`src/rtl/card_dealer.sv`:
```
// card_dealer: LFSR card draw engine for the BlackJack datapath.
// Seeds from the free-running counter value on the first draw after reset.
// After each card it drives the Counter timer's clear/enable inputs to hold off the next draw.
module card_dealer #(
  parameter int unsigned WIDTH   = 12,   // seed width, at most 16
  parameter bit          HOLD_EN = 1'b1
) (
  input  logic             clk_50M,
  input  logic             i_Reset,
  input  logic [WIDTH-1:0] i_Seed,
  input  logic             i_TwoSec,
  input  logic             i_Draw,
  output logic             o_Ready,
  output logic [3:0]       o_Card,
  output logic [3:0]       o_Points,
  output logic             o_Valid,
  output logic             o_Zero,
  output logic             o_Active,
  output logic             o_Seeded
);

  localparam int unsigned LFSR_W = 16;
  localparam int unsigned SPIN_W = 5;
  localparam int unsigned CARD_W = 4;
  localparam logic [LFSR_W-1:0] LFSR_INIT = 16'hACE1;
  localparam logic [SPIN_W-1:0] SPIN_LAST = 5'd31;

  typedef enum logic [2:0] {
    S_IDLE,
    S_SEED,
    S_SPIN,
    S_EMIT,
    S_HOLD
  } state_t;

  state_t              state_q, state_d;
  logic [LFSR_W-1:0]   lfsr_q, lfsr_d;
  logic [LFSR_W-1:0]   seed_val;
  logic [SPIN_W-1:0]   spin_q, spin_d;
  logic                blank_q, blank_d;
  logic [CARD_W-1:0]   card_d, points_d;
  logic                seeded_d;
  logic [CARD_W-1:0]   nib, pick;
  logic                nib_ok;

  // BlackJack value of a rank: Ace counts 11, face cards count 10.
  function automatic logic [CARD_W-1:0] card_points(input logic [CARD_W-1:0] rank);
    logic [CARD_W-1:0] pts;
    if (rank == 4'd1)        pts = 4'd11;
    else if (rank >= 4'd11)  pts = 4'd10;
    else                     pts = rank;
    return pts;
  endfunction

  // Next-state, LFSR and card selection.
  always_comb begin
    state_d  = state_q;
    lfsr_d   = lfsr_q;
    spin_d   = '0;
    blank_d  = 1'b0;
    card_d   = o_Card;
    points_d = o_Points;
    seeded_d = o_Seeded;
    seed_val = LFSR_INIT ^ LFSR_W'(i_Seed);
    nib      = lfsr_q[3:0];
    nib_ok   = (nib >= 4'd1) && (nib <= 4'd13);
    // After 31 rejects the low three bits are mapped onto 1..8 so a draw always terminates.
    pick     = nib_ok ? nib : CARD_W'({1'b0, nib[2:0]} + 4'd1);

    case (state_q)
      S_IDLE: begin
        if (i_Draw) state_d = o_Seeded ? S_SPIN : S_SEED;
      end
      S_SEED: begin
        lfsr_d   = (seed_val == '0) ? LFSR_W'(1) : seed_val;
        seeded_d = 1'b1;
        state_d  = S_SPIN;
      end
      S_SPIN: begin
        lfsr_d = {lfsr_q[LFSR_W-2:0], lfsr_q[15] ^ lfsr_q[13] ^ lfsr_q[12] ^ lfsr_q[10]};
        if (nib_ok || (spin_q == SPIN_LAST)) begin
          card_d   = pick;
          points_d = card_points(pick);
          state_d  = S_EMIT;
        end else begin
          spin_d = spin_q + SPIN_W'(1);
        end
      end
      S_EMIT: begin
        blank_d = 1'b1;
        state_d = HOLD_EN ? S_HOLD : S_IDLE;
      end
      S_HOLD: begin
        // First HOLD cycle is blanked while the counter is still clearing.
        if (!blank_q && i_TwoSec) state_d = S_IDLE;
      end
      default: state_d = S_IDLE;
    endcase
  end

  // State, datapath and registered outputs.
  always_ff @(posedge clk_50M) begin
    if (i_Reset) begin
      state_q  <= S_IDLE;
      lfsr_q   <= LFSR_INIT;
      spin_q   <= '0;
      blank_q  <= 1'b0;
      o_Card   <= '0;
      o_Points <= '0;
      o_Seeded <= 1'b0;
      o_Ready  <= 1'b1;
      o_Valid  <= 1'b0;
      o_Zero   <= 1'b0;
      o_Active <= 1'b0;
    end else begin
      state_q  <= state_d;
      lfsr_q   <= lfsr_d;
      spin_q   <= spin_d;
      blank_q  <= blank_d;
      o_Card   <= card_d;
      o_Points <= points_d;
      o_Seeded <= seeded_d;
      o_Ready  <= (state_d == S_IDLE);
      o_Valid  <= (state_d == S_EMIT);
      o_Zero   <= (state_d == S_EMIT);
      o_Active <= (state_d == S_HOLD);
    end
  end

endmodule
```
`config.mk`:
```
export PLATFORM = sky130hd
export DESIGN_NAME = card_dealer
export DESIGN_NICKNAME = d
export VERILOG_FILES = /design/src/rtl/card_dealer.sv
export SDC_FILE = /design/constraint.sdc
export NUM_CORES = 1
export LEC_CHECK = 0
export ABC_AREA = 0
export BUFFER_PORTS_ARGS = -buffer_cell sky130_fd_sc_hd__buf_2
export CORE_UTILIZATION = 54
export CTS_CLUSTER_DIAMETER = 100
export CTS_CLUSTER_SIZE = 30
export DETAILED_ROUTE_END_ITERATION = 10
export GPL_ROUTABILITY_DRIVEN = 1
export PLACE_DENSITY = 0.87
export SYNTH_ARGS = -nofsm -noshare
export SYNTH_HDL_FRONTEND = slang
export SYNTH_SLANG_ARGS = --single-unit
```
`constraint.sdc`:
```
create_clock -name clk_50M -period 3.2 [get_ports clk_50M]
set_clock_uncertainty 0.2 [all_clocks]
set_input_delay 0.32 -clock clk_50M [delete_from_list [all_inputs] [get_ports clk_50M]]
set_output_delay 0.32 -clock clk_50M [all_outputs]
set_load 0.05 [all_outputs]
```
Word-level counts from Yosys, hierarchy flattened
Index checks and enable logic that the tools add are counted.
{"block": "word_totals", "wordCells": 49, "regBits": 37}
{"block": "op_classes", "magnitude_cmp": 3, "reduce_logical": 10, "n_addsub": 2, "bitwise": 5, "muxes": 11, "n_eq_ne": 8}
{"cell": "$pmux W16 S2", "n": 1}
{"cell": "$logic_not A16 Y1", "n": 1}
{"cell": "$mux W16", "n": 1}
{"cell": "$pmux W3 S5", "n": 1}
{"cell": "$mux W4", "n": 3}
{"cell": "$eq A3 B2 Y1 const B", "n": 3}
{"cell": "$mux W3", "n": 3}
{"cell": "$not A6 Y8", "n": 1}
{"cell": "$eq A3 B3 Y1 const B", "n": 2}
{"cell": "$logic_not A3 Y1", "n": 2}
{"cell": "$add A5 B1 Y5 const B", "n": 1}
{"cell": "$eq A5 B5 Y1 const B", "n": 1}
{"cell": "$add A3 B1 Y4 const B", "n": 1}
{"cell": "$eq A4 B1 Y1 const B", "n": 1}
{"cell": "$ge A4 B1 Y1 const B", "n": 1}
{"cell": "$ge A4 B4 Y1 const B", "n": 1}
{"cell": "$le A4 B4 Y1 const B", "n": 1}
{"cell": "$eq A3 B1 Y1 const B", "n": 1}
{"cell": "$reduce_or A3 Y1", "n": 1}
{"cell": "$xor A1 B1 Y1", "n": 3}
{"cell": "$logic_and A1 B1 Y1", "n": 2}
{"cell": "$mux W2", "n": 1}
{"cell": "$reduce_and A2 Y1", "n": 1}
{"cell": "$reduce_bool A2 Y1", "n": 1}
{"cell": "4 further kinds", "n": 4}

Depth between registers and ports, before layout
Gate-level depths: netlist of run 1.
{"block": "logic_depth", "depth_word": 6, "ltp_mapped": 8, "depth_no_buf": 7}

Worst setup path before layout of run 1
No wires, ideal clock.
{"block": "synth_timing", "path_type": "register -> register", "startpoint": "reg lfsr_q[0]", "endpoint": "reg o_Points[3]", "path_buffers": 0, "stages_incl_launch_ff": 8, "path_slack_ns": 0.883, "setup_ns": 0.088, "synth_period_minus_slack_ns": 2.317, "arrival_ns": 2.028, "path_cell_list": "dfxtp_1 -> inv_1 -> ha_1 -> nor2_1 -> a31oi_4 -> or3_1 -> a211o_1 -> a311oi_2"}
{"block": "synth_via", "elab_chain_len": 6, "elab_cells_between_ends": 11}
{"item": "start, declared", "line_no": "37", "text": "logic [LFSR_W-1:0] lfsr_q, lfsr_d;"}
{"item": "start signal, assigned", "line_no": "117", "text": "lfsr_q <= lfsr_d;"}
{"item": "$ge A4 B1 Y1 / $le A4 B4 Y1 (equally long branches)", "line_no": "66", "text": "nib_ok = (nib >= 4'd1) && (nib <= 4'd13);"}
{"item": "$logic_and A1 B1 Y1", "line_no": "66"}
{"item": "$mux W4", "line_no": "68", "text": "pick = nib_ok ? nib : CARD_W'({1'b0, nib[2:0]} + 4'd1);"}
{"item": "$ge A4 B4 Y1", "line_no": "50", "text": "else if (rank >= 4'd11) pts = 4'd10;"}
{"item": "$mux W4", "line_no": "50"}
{"item": "$mux W4", "line_no": "49", "text": "if (rank == 4'd1) pts = 4'd11;"}
{"item": "end signal, assigned", "line_no": "121", "text": "o_Points <= points_d;"}
{"item": "end, declared", "line_no": "15", "text": "output logic [3:0] o_Points,"}
Several ways; a longest one is shown, not always the timed one.
A chain may end at the register's enable or synchronous reset.

Worst setup path after layout of run 1
Same ends and word-level chain as after synthesis.

==> results.py, run 1 <==
metrics = {
    "hold_path": {
        "hp-class": "in2reg",
    },
    "route": {
        "drtPass1Iterations": 7,
        "detail_route.wl_per_cell_um": 13.8,
        "wirelength_mm": 3.27,
        "antenna_left": 0,
        "drc": 2,
        "drtIter0Drc": 37,
        "vias": 1383,
        "viasPerCell": 5.84,
    },
    "timing": {
        "final_hold_viol_count": 0,
        "period_needed_ns": 2.62,
        "fmax_ghz": 0.381,
        "final.period_utilization": 0.820,
        "slew_violations": 0,
        "finalSetupViolCount": 0,
        "finalSetupTns_ns": 0,
        "worstMarginPinSlew_ns": 0.652,
        "relSlewSlack": 0.554,
        "grt_setup_unrepaired": "no",
        "hold_slack_ns": 0.108,
    },
    "synthesis": {
        "syn_inst": 184,
        "synth-seq-area-share": 0.439,
        "ys_seq_elements": 37,
        "syn_area_um2": 1690,
        "synth_edf_count": 0,
        "synth.avg_cell_area_um2": 9.18,
        "yosysWarnings": 0,
        "syn-num-nets": 205,
        "ys_async_sr_fraction": 0,
        "synth_top_flop_cell": "dfxtp_1",
        "post_synth_num_cell_types": 42,
    },
    "pwr": {
        "seqPwrFrac": 0.433,
        "p_sw_frac": 0.408,
        "p_int_w": 0.000889,
        "power.density_nw_per_um2": 805,
        "combPwrFrac": 0.406,
        "switchingPower_w": 0.000612,
        "peakVddDrop_mv": 0.473,
        "p_leak_nw": 0.770,
        "pwr-share-clk": 0.161,
    },
    "critical_path": {
        "cp_max_fo": 10,
        "timing_worst_setup_path_type": "reg2reg",
        "crit_arrival_ns": 2.68,
        "crit_path_cell_trace": "inv_1 > ha_1 > nor2_1 > a31oi_4 > or3_1 > a211o_1 > a311oi_2",
        "critPathCaptureType": "flip-flop",
        "cpPeakStageDelay_ns": 0.52,
        "slowest_stage": "dfxtp_1",
        "required_ns": 3.25,
        "worst_setup_path_start_kind": "flip-flop",
    },
    "clock_network": {
        "cts_root_buffer": "clkbuf_4",
        "post_cts_resized": 0,
        "ctsHoldBuffers": 0,
        "clockBufferDepth": 2,
        "post-cts-setup-buffers": 0,
        "cts_sinks": 37,
        "cts-buffers-inserted": 5,
        "clk_latency_ns": 0.33,
        "clk_pin_slew_worst_paths_ns": 0.10,
        "cts_tree": "built",
        "cts_max_level": 2,
    },
    "die": {
        "dieArea_um2": 3360,
        "die_w_um": 57.9,
        "placementRows": 19,
        "start_util": 0.592,
        "coreArea_um2": 2850,
        "die_y_um": 57.9,
        "ios": 29,
    },
    "place": {
        "detailed_place_hpwl_mm": 2.44,
        "place_area_um2": 1810,
        "dp_cells": 230,
        "portBuffers": 28,
        "gp_congestion": 0.860,
    },
    "finish": {
        "stdcell_count": 237,
        "syn_to_final_growth_pct": 10.4,
        "fin_area_um2": 1870,
        "diodes": 0,
        "layout.nets": 227,
        "drive_gt1_frac": 0.209,
    },
    "grt": {
        "antenna_found_initial": 0,
        "grt_pass1_wl_mm": 5.62,
        "grt_start_max_net_pins": 33,
        "grt_overflow_total": 0,
        "track_usage": 0.221,
        "grt_pass1_vias": 1309,
    },
    "status": {
        "outcome": "complete, but fails checks",
        "violations": "DRC",
    },
    "job": {
        "drv_cap": 0,
    },
}
worst paths after layout:
kind | startpoint | end | slack (ns) | cells after the start
worst max-delay path | lfsr_q[0] | o_Points[3] | 0.58 | 7
worst min-delay path | i_Draw | o_Zero | 0.11 | 3
worst max register to register | lfsr_q[0] | o_Points[3] | 0.58 | 7
worst min register to register | spin_q[0] | spin_q[0] | 0.26 | 1
registers in the layout, indices dropped and copies added, names as in the netlist:
register	cells
o_Zero	1
lfsr_q	16
state_q	3
o_Points	4
blank_q	1
o_Ready	1
o_Card	4
spin_q	5
o_Seeded	1
o_Active	1
cell usage after synthesis (2+ instances only):
master / count / area (um^2)
dfxtp_1: 37 / 741
nor2_1: 30 / 113
a211oi_1: 16 / 120
a21oi_1: 8 / 40.0
nand2_1: 8 / 30.0
a211o_1: 7 / 61.3
clkbuf_1: 7 / 26.3
nand3_1: 7 / 35.0
mux2i_1: 6 / 60.1
buf_2: 5 / 25.0
ha_1: 5 / 62.6
xnor2_1: 5 / 43.8
inv_1: 4 / 15.0
nand2b_1: 4 / 25.0
o21ai_0: 3 / 15.0
a22oi_1: 2 / 15.0
a31oi_1: 2 / 12.5
and2_1: 2 / 12.5
buf_4: 2 / 15.0
o22ai_1: 2 / 12.5
layout by cell type, fill, tap and decap left out, types with 2 or more instances in the layout:
cell,instances
dfxtp_1,37
o21ai_0,3
a211o_1,7
mux2i_1,6
clkbuf_4,5
nand2b_1,4
a211oi_1,16
a21oi_1,8
nor3b_2,2
a22oi_1,2
nand2_1,8
buf_2,28
inv_1,4
ha_1,5
o22ai_1,2
a31oi_1,2
nor2_1,30
and2_1,2
buf_4,2
xnor2_1,5
nand3_1,7
metrics by stage:
stage / total power, W / utilization / setup slack [ns]
2_1_floorplan: 0.00116 / - / 0.883
4_1_cts: 0.00151 / 0.654 / 0.593
6_report: 0.00150 / 0.654 / 0.575
3_3_place_gp: 0.00124 / 0.635 / 0.787
3_5_place_dp: 0.00127 / 0.635 / 0.611
5_1_grt: 0.00161 / 0.654 / 0.444
critical path, delay by kind of cell, from the launching register on:
| kind | cells | cell delay [ns] |
|---|---|---|
| adder cells (fa/ha/maj) | 1 | 0.27 |
| AO/OA/AOI/OAI | 3 | 0.75 |
| buffers and inverters | 1 | 0.16 |
| AND/OR/NAND/NOR | 2 | 0.65 |
| flip-flops | 1 | 0.52 |
power groups by stage:
stage | clock [W] | combinational, W | sequential (W)
2_1_floorplan | 0 | 0.000439 | 0.000719
3_3_place_gp | 0 | 0.000587 | 0.000651
3_5_place_dp | 0 | 0.000609 | 0.000659
4_1_cts | 0.000250 | 0.000611 | 0.000649
5_1_grt | 0.000270 | 0.000671 | 0.000666
6_report | 0.000241 | 0.000609 | 0.000650
kinds of logic after synthesis:
| logic type | share of synthesized area |
|---|---|
| flip-flops | 0.439 |
| multiplexers | 0.0356 |
| AO/OA/AOI/OAI | 0.218 |
| XOR/XNOR | 0.0311 |
| adder cells (fa/ha/maj) | 0.0370 |
| buffers and inverters | 0.0548 |
| AND/OR/NAND/NOR | 0.185 |
layer usage:
metal | track usage | part of all wire | vias to the layer above | wire [um]
li1 | - | - | 698 | -
met1 | 0.244 | 0.41 | 642 | 1360
met2 | 0.386 | 0.52 | 35 | 1710
met3 | 0.0714 | 0.043 | 8 | 140
met4 | 0.0986 | 0.019 | 0 | 62
met5 | 0 | 0 | - | 0
final cells by class:
| type | count | area, um^2 |
|---|---|---|
| Inverter | 4 | 15.0 |
| Sequential cell | 37 | 741 |
| Timing Repair Buffer | 30 | 155 |
| Tap cell | 31 | 38.8 |
| Multi-Input combinational cell | 128 | 861 |
| Fill cell | 225 | 987 |
| Clock buffer | 7 | 55.1 |
No activity file was read; power rests on OpenSTA's default activity.
==> run 2: changes to the inputs <==
--- a/config.mk
+++ b/config.mk
@@ -7,12 +7,12 @@
 export LEC_CHECK = 0
 export ABC_AREA = 0
 export BUFFER_PORTS_ARGS = -buffer_cell sky130_fd_sc_hd__buf_2
-export CORE_UTILIZATION = 54
+export CORE_UTILIZATION = 49
 export CTS_CLUSTER_DIAMETER = 100
 export CTS_CLUSTER_SIZE = 30
 export DETAILED_ROUTE_END_ITERATION = 10
 export GPL_ROUTABILITY_DRIVEN = 1
-export PLACE_DENSITY = 0.87
+export PLACE_DENSITY = 0.84
 export SYNTH_ARGS = -nofsm -noshare
 export SYNTH_HDL_FRONTEND = slang
 export SYNTH_SLANG_ARGS = --single-unit
==> constraint.sdc (replaced) <==
create_clock -name clk_50M -period 2.14 [get_ports clk_50M]
set_clock_uncertainty 0.2 [all_clocks]
set_input_delay 0.214 -clock clk_50M [delete_from_list [all_inputs] [get_ports clk_50M]]
set_output_delay 0.214 -clock clk_50M [all_outputs]
set_load 0.05 [all_outputs]
==> run 2 against run 1 <==
Compared with the run above: the run now ends clean; via count rose by 1.8%; register-to-register slack got worse by 0.49 ns; setup slack got worse by 0.49 ns; global-route usage fell by 1.6 points; non-clock buffer count rose by 13; fmax rose by 28%; highest routed layer unchanged.
==> results.py, run 2 (synthesis gave the netlist of run 1 again) <==
metrics = {
    "die": {
        "placementRows": 20,
        "ios": 29,
        "die_w_um": 60.7,
        "start_util": 0.536,
        "die_y_um": 60.7,
        "coreArea_um2": 3150,
        "dieArea_um2": 3690,
    },
    "grt": {
        "antenna_found_initial": 0,
        "grt_start_max_net_pins": 22,
        "track_usage": 0.205,
        "grt_overflow_total": 0,
        "grt_pass1_vias": 1247,
        "grt_pass1_wl_mm": 5.53,
    },
    "critical_path": {
        "cp_max_fo": 4,
        "crit_arrival_ns": 2.12,
        "crit_path_cell_trace": "inv_4 > ha_4 > nor4b_4 > a31oi_4 > or3_1 > a211o_1 > a311oi_2",
        "required_ns": 2.20,
        "timing_worst_setup_path_type": "reg2reg",
        "slowest_stage": "dfxtp_2",
        "worst_setup_path_start_kind": "flip-flop",
        "cpPeakStageDelay_ns": 0.36,
        "critPathCaptureType": "flip-flop",
    },
    "status": {
        "outcome": "finished, final reports clean",
    },
    "route": {
        "detail_route.wl_per_cell_um": 12.0,
        "viasPerCell": 5.33,
        "wirelength_mm": 3.16,
        "drtPass1Iterations": 4,
        "drc": 0,
        "antenna_left": 0,
        "vias": 1408,
        "drtIter0Drc": 48,
    },
    "timing": {
        "final.period_utilization": 0.959,
        "finalSetupViolCount": 0,
        "grt_setup_unrepaired": "yes",
        "fmax_ghz": 0.487,
        "final_hold_viol_count": 0,
        "setup_slack_ns": 0.0878,
        "worstMarginPinSlew_ns": 0.708,
        "hold_slack_ns": 0.00809,
        "slew_violations": 0,
        "relSlewSlack": 0.515,
        "period_needed_ns": 2.05,
    },
    "pwr": {
        "peakVddDrop_mv": 0.506,
        "p_leak_nw": 0.851,
        "power.density_nw_per_um2": 1220,
    },
    "finish": {
        "diodes": 0,
        "layout.nets": 240,
        "reg_top3": "lfsr_q (16), spin_q (5)",
        "layout_common_cells": "dfxtp_1 (35), nor2_1 (29), buf_2 (28)",
        "fin_util": 0.656,
        "largest_register": "lfsr_q",
        "syn_to_final_growth_pct": 22.5,
        "largest_reg_flops": 16,
        "stdcell_count": 264,
        "drive_gt1_frac": 0.277,
        "final_common_cell": "dfxtp_1",
    },
    "place": {
        "gp_congestion": 0.783,
        "detailed_place_hpwl_mm": 2.29,
        "dp_cells": 253,
        "portBuffers": 28,
        "pre_cts_slack_ns": 0.00647,
    },
    "clock_network": {
        "cts_tree": "built",
        "clockBufferDepth": 2,
        "cts_sinks": 37,
        "clk_pin_slew_worst_paths_ns": 0.11,
        "clk_latency_ns": 0.34,
        "cts_root_buffer": "clkbuf_4",
        "cts_max_level": 2,
        "cts-buffers-inserted": 5,
    },
    "job": {
        "drv_cap": 0,
    },
    "hold_path": {
        "hp-class": "in2reg",
    },
}
==> run 2: path summary, 6_finish.rpt <==
| kind | from | to | slack [ns] | depth (start not counted) |
|---|---|---|---|---|
| setup / recovery | lfsr_q[1] | o_Points[3] | 0.09 | 7 |
| hold reg to reg | spin_q[0] | spin_q[0] | 0.26 | 1 |
| hold / removal | i_Seed[4] | lfsr_q[4] | 0.008 | 3 |
| setup reg to reg | lfsr_q[1] | o_Points[3] | 0.09 | 7 |
==> run 2: final cells by class <==
class	instances	area, um^2
Clock inverter	1	30.0
Multi-Input combinational cell	128	893
Timing Repair Buffer	43	273
Fill cell	280	1080
Inverter	4	17.5
Sequential cell	37	746
Clock buffer	7	55.1
Tap cell	44	55.1
==> run 2: worst max-delay path: cells and delay by family (launching register included) <==
family,cells,cell delay (ns)
compound gates,3,0.60
buf+inv,1,0.05
flops,1,0.36
simple gates,2,0.58
fa+ha+maj,1,0.18
==> run 2: timing repair <==
item                                    4_1_cts  5_1_grt
hold endpoints to repair                     10        0
gates resized for setup                       1        7
hold buffers                                  3        0
setup buffers                                 0        0
endpoints found under the setup margin        1        7
==> run 2: routing by layer <==
metal / part of all wire / track usage / wire length (um)
met1: 0.47 / 0.256 / 1480
met2: 0.47 / 0.325 / 1480
met4: 0.017 / 0.0909 / 53
met3: 0.046 / 0.0661 / 146
met5: 0 / 0 / 0
==> run 2: where the power goes <==
part           internal (W)  switching, W
sequential         0.000836      0.000111
clock              0.000279      0.000229
combinational      0.000451      0.000624
total               0.00157      0.000964
==> run 2: through the flow <==
stage	power, W	setup TNS, ns	cell area [um^2]
after floorplan	0.00175	0	1700
after global placement	0.00196	0	1920
after detailed placement	0.00198	0	1920
after CTS	0.00250	0	2040
after global routing	0.00271	-0.00630	2070
final	0.00253	0	2070
==> run 3: changes to the inputs <==
--- a/config.mk
+++ b/config.mk
@@ -12,6 +12,7 @@
 export CTS_CLUSTER_SIZE = 30
 export DETAILED_ROUTE_END_ITERATION = 10
 export GPL_ROUTABILITY_DRIVEN = 1
+export MAX_ROUTING_LAYER = met4
 export PLACE_DENSITY = 0.84
 export SYNTH_ARGS = -nofsm -noshare
 export SYNTH_HDL_FRONTEND = slang
==> run 3 against run 2 <==
Compared with the run above: first-iteration DRC count is 6.3% lower; largest cell class unchanged; setup slack hardly changed; clock-buffer cell count stayed put; global-route usage is 0.66 points higher; combinational power hardly changed; flip-flop and latch count stayed put; fmax hardly changed; total power hardly changed; worst hold slack hardly changed; highest routed layer unchanged; die area stayed put; wire length hardly changed; sequential share of layout area stayed put.
==> results.py, run 3 (synthesis gave the netlist of run 1 again) <==
metrics = {
    "clock_network": {
        "clk_latency_ns": 0.34,
        "cts_sinks": 37,
        "cts_tree": "built",
        "cts_root_buffer": "clkbuf_4",
        "cts_max_level": 2,
        "clk_pin_slew_worst_paths_ns": 0.11,
        "clockBufferDepth": 2,
        "post-cts-setup-buffers": 0,
        "cts-buffers-inserted": 5,
    },
    "die": {
        "die_w_um": 60.7,
        "start_util": 0.536,
        "dieArea_um2": 3690,
        "coreArea_um2": 3150,
        "die_y_um": 60.7,
        "placementRows": 20,
        "ios": 29,
    },
    "finish": {
        "fillCellCount": 280,
        "final_common_cell": "dfxtp_1",
        "largest_reg_flops": 16,
        "syn_to_final_growth_pct": 22.5,
        "reg_top3": "lfsr_q (16), spin_q (5)",
        "layout.nets": 240,
        "stdcell_count": 264,
        "largest_register": "lfsr_q",
        "layout_common_cells": "dfxtp_1 (35), nor2_1 (29), buf_2 (28)",
        "diodes": 0,
        "drive_gt1_frac": 0.277,
    },
    "critical_path": {
        "required_ns": 2.20,
        "worst_setup_path_start_kind": "flip-flop",
        "critPathCaptureType": "flip-flop",
        "timing_worst_setup_path_type": "reg2reg",
        "crit_arrival_ns": 2.12,
        "cp_max_fo": 4,
    },
    "route": {
        "drc": 0,
        "vias": 1407,
        "wirelength_mm": 3.17,
        "detail_route.wl_per_cell_um": 12.0,
        "drtPass1Iterations": 4,
        "viasPerCell": 5.33,
        "drtIter0Drc": 45,
        "antenna_left": 0,
    },
    "timing": {
        "fmax_ghz": 0.487,
        "period_needed_ns": 2.05,
        "setup_slack_ns": 0.0882,
        "final_hold_viol_count": 0,
        "slew_violations": 0,
        "worstMarginPinSlew_ns": 0.708,
        "relSlewSlack": 0.515,
        "grt_setup_unrepaired": "yes",
        "final.period_utilization": 0.959,
        "finalSetupViolCount": 0,
    },
    "job": {
        "drv_cap": 0,
    },
    "pwr": {
        "p_leak_nw": 0.851,
        "power.density_nw_per_um2": 1220,
        "peakVddDrop_mv": 0.507,
    },
    "grt": {
        "grt_overflow_total": 0,
        "track_usage": 0.212,
        "grt_pass1_vias": 1246,
        "grt_start_max_net_pins": 22,
        "grt_pass1_wl_mm": 5.54,
        "antenna_found_initial": 0,
    },
    "place": {
        "portBuffers": 28,
        "detailed_place_hpwl_mm": 2.29,
        "gp_congestion": 0.793,
        "dp_cells": 253,
        "pre_cts_slack_ns": 0.00647,
    },
    "hold_path": {
        "hp-class": "in2reg",
    },
    "status": {
        "outcome": "finished, final reports clean",
    },
}
[run 3: cell counts in the layout (fill, tap and decap cells not counted)]
Identical to the previous run, type by type.
[run 3: worst max-delay path, cell delays in order (launching register included)]
cell	delay (ns)
dfxtp_2	0.36
inv_4	0.05
ha_4	0.18
nor4b_4	0.25
a31oi_4	0.06
or3_1	0.33
a211o_1	0.29
a311oi_2	0.25
[run 3: per-stage QoR]
stage | total power (W) | setup TNS (ns) | utilization | hold slack [ns] | cell area (um^2)
final | 0.00253 | 0 | 0.656 | 0.00818 | 2070
after CTS | 0.00250 | 0 | 0.647 | 0.000928 | 2040
after floorplan | 0.00175 | 0 | - | 0.134 | 1700
after global placement | 0.00196 | 0 | 0.610 | 0.234 | 1920
after detailed placement | 0.00198 | 0 | 0.610 | 0.242 | 1920
after global routing | 0.00271 | -0.00630 | 0.656 | 0.0170 | 2070
[run 3: routing by layer]
layer	vias up	global-route usage	share of wire
met5	-	-	0
met4	0	0.0909	0.017
met3	6	0.0661	0.047
met2	34	0.325	0.47
met1	638	0.256	0.47
li1	729	-	-
[run 3: path summary, 6_finish.rpt]
kind	startpoint	endpoint	slack [ns]	cells after the start
worst max-delay path	lfsr_q[1]	o_Points[3]	0.09	7
worst min-delay path	i_Seed[4]	lfsr_q[4]	0.008	3
worst max register to register	lfsr_q[1]	o_Points[3]	0.09	7
worst min register to register	spin_q[0]	spin_q[0]	0.26	1
[run 3: cell type report]
type	count	area, um^2	share of cell area
Inverter	4	17.5	0.00846
Tap cell	44	55.1	0.0266
Timing Repair Buffer	43	273	0.132
Clock inverter	1	30.0	0.0145
Clock buffer	7	55.1	0.0266
Sequential cell	37	746	0.360
Multi-Input combinational cell	128	893	0.432
[run 3: power by group]
part           switching (W)  leakage [nW]  internal, W
clock network       0.000229        0.0455     0.000279
registers           0.000111         0.303     0.000836
logic               0.000624         0.502     0.000451
total               0.000964         0.851      0.00157
[run 3: what timing repair did]
action | CTS | global route
setup endpoints to repair | 1 | 7
endpoints found under the hold margin | 10 | 0
hold buffers | 3 | 0
gates resized for setup | 1 | 7
